### src/rtl/serial_adder_ctrl_pkg.sv
// Shared types for the bit-serial adder controller.
// State encoding is fixed; code 2'd3 is unused and decodes back to S_IDLE.
package serial_adder_ctrl_pkg;

   localparam int DEF_WIDTH = 8;

   typedef enum logic [1:0] {
      S_IDLE = 2'd0,
      S_ADD  = 2'd1,
      S_DONE = 2'd2
   } state_t;

   function automatic int cnt_width(input int width);
      return $clog2(width) + 1;
   endfunction

endpackage

### src/rtl/serial_adder_ctrl_full_adder.sv
// Single-bit full adder cell, purely combinational.
// Shared by the serial controller; no state, no backpressure.
module full_adder (
   input  logic a,
   input  logic b,
   input  logic cin,
   output logic sum,
   output logic cout
);

   logic p;

   assign p    = a ^ b;
   assign sum  = p ^ cin;
   assign cout = (a & b) | (cin & p);

endmodule

### src/rtl/serial_adder_ctrl.sv
// Bit-serial WIDTH-bit adder: start accepted at edge E, result and done after edge E+WIDTH.
// start is ignored while busy; a new operation can begin every WIDTH+2 edges.
module serial_adder_ctrl
   import serial_adder_ctrl_pkg::*;
#(
   parameter int WIDTH = DEF_WIDTH
) (
   input  logic             clk,
   input  logic             rst,
   input  logic             start,
   input  logic [WIDTH-1:0] op_a,
   input  logic [WIDTH-1:0] op_b,
   input  logic             cin,
   output logic             busy,
   output logic             done,
   output logic [WIDTH-1:0] sum,
   output logic             cout
);

   localparam int CNT_W = cnt_width(WIDTH);
   localparam logic [CNT_W-1:0] CNT_LAST = CNT_W'(WIDTH - 1);

   state_t           state_q, state_d;
   logic [WIDTH-1:0] a_sh_q, a_sh_d;
   logic [WIDTH-1:0] b_sh_q, b_sh_d;
   logic [WIDTH-1:0] s_sh_q, s_sh_d;
   logic [WIDTH-1:0] sum_q, sum_d;
   logic             carry_q, carry_d;
   logic             cout_q, cout_d;
   logic [CNT_W-1:0] cnt_q, cnt_d;

   logic             fa_sum;
   logic             fa_cout;
   logic [WIDTH-1:0] s_shifted;
   logic             accept;
   logic             last_bit;

   full_adder u_fa (
      .a    (a_sh_q[0]),
      .b    (b_sh_q[0]),
      .cin  (carry_q),
      .sum  (fa_sum),
      .cout (fa_cout)
   );

   // New sum bit enters at the MSB so that after WIDTH shifts bit 0 is the LSB.
   generate
      if (WIDTH == 1) begin : g_sh1
         assign s_shifted = fa_sum;
      end else begin : g_shn
         assign s_shifted = {fa_sum, s_sh_q[WIDTH-1:1]};
      end
   endgenerate

   assign accept   = (state_q == S_IDLE) && start;
   assign last_bit = (state_q == S_ADD) && (cnt_q == CNT_LAST);

   // State register
   always_ff @(posedge clk) begin
      if (rst) begin
         state_q <= S_IDLE;
      end else begin
         state_q <= state_d;
      end
   end

   // Next-state logic
   always_comb begin
      state_d = S_IDLE;
      case (state_q)
         S_IDLE:  state_d = start ? S_ADD : S_IDLE;
         S_ADD:   state_d = (cnt_q == CNT_LAST) ? S_DONE : S_ADD;
         S_DONE:  state_d = S_IDLE;
         default: state_d = S_IDLE;
      endcase
   end

   // Output decode
   always_comb begin
      busy = 1'b0;
      done = 1'b0;
      case (state_q)
         S_ADD:   busy = 1'b1;
         S_DONE: begin
            busy = 1'b1;
            done = 1'b1;
         end
         default: begin
            busy = 1'b0;
            done = 1'b0;
         end
      endcase
   end

   // Datapath next values
   always_comb begin
      a_sh_d  = a_sh_q;
      b_sh_d  = b_sh_q;
      s_sh_d  = s_sh_q;
      carry_d = carry_q;
      cnt_d   = cnt_q;
      sum_d   = sum_q;
      cout_d  = cout_q;
      if (accept) begin
         a_sh_d  = op_a;
         b_sh_d  = op_b;
         carry_d = cin;
         cnt_d   = '0;
      end else if (state_q == S_ADD) begin
         a_sh_d  = a_sh_q >> 1;
         b_sh_d  = b_sh_q >> 1;
         s_sh_d  = s_shifted;
         carry_d = fa_cout;
         cnt_d   = cnt_q + 1'b1;
      end
      if (last_bit) begin
         sum_d  = s_shifted;
         cout_d = fa_cout;
      end
   end

   always_ff @(posedge clk) begin
      if (rst) begin
         a_sh_q  <= '0;
         b_sh_q  <= '0;
         s_sh_q  <= '0;
         carry_q <= 1'b0;
         cnt_q   <= '0;
         sum_q   <= '0;
         cout_q  <= 1'b0;
      end else begin
         a_sh_q  <= a_sh_d;
         b_sh_q  <= b_sh_d;
         s_sh_q  <= s_sh_d;
         carry_q <= carry_d;
         cnt_q   <= cnt_d;
         sum_q   <= sum_d;
         cout_q  <= cout_d;
      end
   end

   assign sum  = sum_q;
   assign cout = cout_q;

endmodule
### config.mk
export PLATFORM = sky130hd
export DESIGN_NAME = serial_adder_ctrl
export DESIGN_NICKNAME = d
export VERILOG_FILES = /design/src/rtl/serial_adder_ctrl_pkg.sv /design/src/rtl/serial_adder_ctrl_full_adder.sv /design/src/rtl/serial_adder_ctrl.sv
export SDC_FILE = /design/constraint.sdc
export NUM_CORES = 1
export LEC_CHECK = 0
export ABC_CLOCK_PERIOD_IN_PS = 3500
export BUFFER_PORTS_ARGS = -buffer_cell sky130_fd_sc_hd__clkbuf_2
export CAP_MARGIN = 0
export CORE_MARGIN = 1.5
export CORE_UTILIZATION = 55
export CTS_CLUSTER_DIAMETER = 30
export DETAILED_ROUTE_END_ITERATION = 10
export PLACE_DENSITY_LB_ADDON = 0.08
export SETUP_SLACK_MARGIN = 0.2
export SLEW_MARGIN = 40
export SYNTH_ARGS = -nofsm -noshare
export SYNTH_HDL_FRONTEND = slang
export SYNTH_SLANG_ARGS = --single-unit
### constraint.sdc
create_clock -name clk -period 3.5 [get_ports clk]
set_input_delay 0.175 -clock clk [delete_from_list [all_inputs] [get_ports clk]]
set_output_delay 0.175 -clock clk [all_outputs]
set_load 0.02 [all_outputs]
==> flow_summary_export.csv <==
group,metric,value,unit
run_status,status,"finished, final reports clean",
drt,wl,3.06,mm
synthesis,synth-seq-cells,39,
sta,rsz0062_at_grt,"false",
setup_path,regToRegSetupSlack,1.61,ns
clock_tree,clkTransAtPathRegs,0.11,ns
clock_tree,post_cts_resized,0,
sta,final.period_utilization,54.0,%
clock_tree,cts_tree,"built",
layout,nets,220,
layout,fin_cells,227,
sta,report.final.hold_viol_count,0,
layout,final_area,1830,µm²
synthesis,synth_area,1620,µm²
clock_tree,holdBufCountCts,0,
sta,layout_min_cycle_time,1.89,ns
clock_tree,cts_root_buf,"clkbuf_4",
power_and_ir_drop,p_clk_share,35.6,%
clock_tree,worst_skew_pair.late_latency,0.35,ns
floorplan,rows,19,
setup_path,cp_top_family,"adder cells",
setup_path,reg2reg_depth,5,
setup_path,critPathMaxStageDelay,0.68,ns
setup_path,start_kind,"register",
synthesis,ys_seq_area_share,48.1,%
floorplan,die_w,57.3,µm
clock_tree,cts_sinks,39,
global_route,grt_start_max_net_pins,40,
min_path,min_delay_path_depth,3,
global_route,overflow,0,
layout,fill_cells,238,
setup_path,path_cells,"inv_1 -> ha_1 -> and4b_1 -> nand2_1 -> a21oi_1",
floorplan,start_util,58.4,%
drt,drtPass1Iterations,4,
setup_path,worst-path-buf-inv,1,
synthesis,synth_compound_area_share,10.6,%
synthesis,synth-xor-area-share,1.62,%
min_path,holdPathEnd,"a_sh_q[7]$_SDFFE_PP0P_",
power_and_ir_drop,ir_worst_vdd,0.376,mV
flow_run,drv_cap,0,
drt,vias_per_cell,5.41,
sta,setup_viol,0,
clock_tree,cts_setup_buffers,0,
setup_path,critPathSlowestCell,"ha_1",
synthesis,yosys_most_used_dff,"dfxtp_1",
synthesis,synthArstFlopShare,0,%
power_and_ir_drop,p_int,0.000678,W
setup_path,critical_path_class,"register to register",
global_route,antenna_found_initial,0,
synthesis,synth_simple_gate_area_share,15.6,%
drt,wl_per_cell,13.5,µm
placement,gp_congestion,0.694,
drt,drc,0,
setup_path,critPathArrivalTime,2.16,ns
setup_path,cp_max_fo,17,
layout,antennaDiodeCount,0,
placement,dp_hpwl,2.12,mm
power_and_ir_drop,power.sequential.fraction,53.6,%
min_path,min_path_type,"input pin to register",
setup_path,crit_path_end_kind,"register",
synthesis,synth_cell_types,23,
synthesis,synth.net_count,194,
layout,area_growth,12.9,%
sta,tightest_slew,0.800,ns
power_and_ir_drop,pwr-share-comb,10.9,%
drt,route.vias.total,1229,
sta,clock_skew,0.00593,ns
power_and_ir_drop,power_switching,0.000215,W
sta,slew_violations,0,
clock_tree,numCtsBuffers,5,
power_and_ir_drop,p_leak,0.763,nW
synthesis,yosysWarnings,0,
global_route,grt_pass1_wl,5.46,mm
floorplan,io_pins,31,
layout,drive_above_1_share,21.4,%
clock_tree,cts_max_level,2,
global_route,grtUsageTotal,21.7,%
floorplan,die_area,3290,µm²
synthesis,muxShareOfSynthArea,14.2,%
power_and_ir_drop,switching_share,24.1,%
sta,setup-tns-final,0,ns
floorplan,coreArea,2780,µm²
setup_path,r2r_end,"sum[0]$_SDFFE_PP0P_",
placement,dpl_cell_area,1750,µm²
synthesis,synth_cells,169,
min_path,min_from,"op_a[7]",
placement,placedCellCount,219,
setup_path,worstReg2RegStart,"state_q[1]$_SDFF_PP0_",
setup_path,critPathRequiredTime,3.77,ns
floorplan,fp.dieH,57.3,µm
synthesis,syn_avg_cell_area,9.61,µm²
drt,ant_nets,0,
global_route,grt_pass1_vias,1263,
sta,max_freq,529,MHz
drt,drt-initial-drc-count,33,
synthesis,synth_fa_ha_area_share,4.31,%
power_and_ir_drop,powerDensity,487,nW/µm²
placement,portBuffers,30,
sta,max-slew-margin-rel,46.7,%
synthesis,synth_edf_count,0,
clock_tree,cts.path.max_buffers,2,
synthesis,synth_top_family_by_area,"simple AND/OR/NAND/NOR gates",
-- area by class of cell --
class	count	area (µm²)	share of cell area, %
Inverter	2	7.51	0.410
Multi-Input combinational cell	115	754	41.2
Clock inverter	2	35.0	1.91
Sequential cell	39	781	42.6
Clock buffer	6	51.3	2.80
Timing Repair Buffer	32	165	9.01
Tap cell	31	38.8	2.12
-- per-layer routing --
metal	vias to the layer above	track usage, %	share of wire (%)
met3	8	4.76	3.7
met2	24	35.2	48
li1	633	-	-
met1	564	27.2	46
met4	0	11.0	2.2
met5	-	0	0
-- cell usage after synthesis (2+ instances only) --
master,instances,area [µm²]
dfxtp_1,39,781
nor2_1,24,90.1
mux2i_1,23,230
nand2_1,22,82.6
a211oi_1,15,113
a21oi_1,12,60.1
buf_2,4,20.0
ha_1,4,50.1
nor3_1,4,20.0
buf_4,3,22.5
clkbuf_1,3,11.3
nand3b_1,3,22.5
inv_1,2,7.51
xor2_1,2,17.5
-- cell families after synthesis --
group / Yosys count
simple gates: 57
flops: 39
compound gates: 27
mux: 23
buf+inv: 15
fa+ha+maj: 5
xor+xnor: 3
-- how the worst max path moves through the flow --
stage,to,depth (start not counted),slack [ns],startpoint
finish,sum[0]$_SDFFE_PP0P_,5,1.61,state_q[1]$_SDFF_PP0_
global route,sum[1]$_SDFFE_PP0P_,5,1.43,state_q[1]$_SDFF_PP0_
CTS,sum[0]$_SDFFE_PP0P_,5,1.59,state_q[1]$_SDFF_PP0_
detailed placement,sum[1]$_SDFFE_PP0P_,5,1.63,state_q[1]$_SDFF_PP0_
global placement,sum[1]$_SDFFE_PP0P_,5,1.70,state_q[1]$_SDFF_PP0_
floorplan,cout$_SDFFE_PP0P_,7,2.26,state_q[1]$_SDFF_PP0_
-- worst min-delay path: cells and delay by family --
family                 cells  cell delay, ns
AOI/OAI and AO/OA          1            0.05
buffers and inverters      1            0.08
and+or+nand+nor            1            0.05
-- cells in the final DEF, fill, tap and decap left out, drive strengths merged, types with 2 or more instances in the layout --
cell type	count
buf	2
ha	4
mux2i	23
a211oi	15
nor3	4
a21oi	12
nand3b	3
nor2	24
inv	2
dfxtp	39
clkbuf	36
nand2	22
xor2	2
-- metrics by stage --
| stage | worst slack, ns | power [W] | hold WS (ns) | util, % |
|---|---|---|---|---|
| 6_report | 1.61 | 0.000893 | 0.0455 | 65.9 |
| 5_1_grt | 1.43 | 0.000933 | 0.0593 | 65.9 |
| 4_1_cts | 1.59 | 0.000901 | 0.0334 | 65.9 |
| 3_5_place_dp | 1.63 | 0.000585 | 0.418 | 62.8 |
| 3_3_place_gp | 1.70 | 0.000580 | 0.402 | 62.7 |
| 2_1_floorplan | 2.26 | 0.000563 | 0.311 | - |
-- power groups by stage --
stage               clock, W  sequential (W)  combinational, W
finish              0.000317        0.000478         0.0000970
global route        0.000343        0.000481          0.000109
CTS                 0.000324        0.000478         0.0000982
detailed placement         0        0.000488         0.0000972
global placement           0        0.000487         0.0000933
floorplan                  0        0.000484         0.0000789
-- state kept, by name (all words and copies together) (netlist names) --
signal and flops:
carry_q 1, a_sh_q 8, sum 8, state_q 2, cnt_q 4, s_sh_q 7, cout 1, b_sh_q 8
No activity file was read; power rests on OpenSTA's default activity.
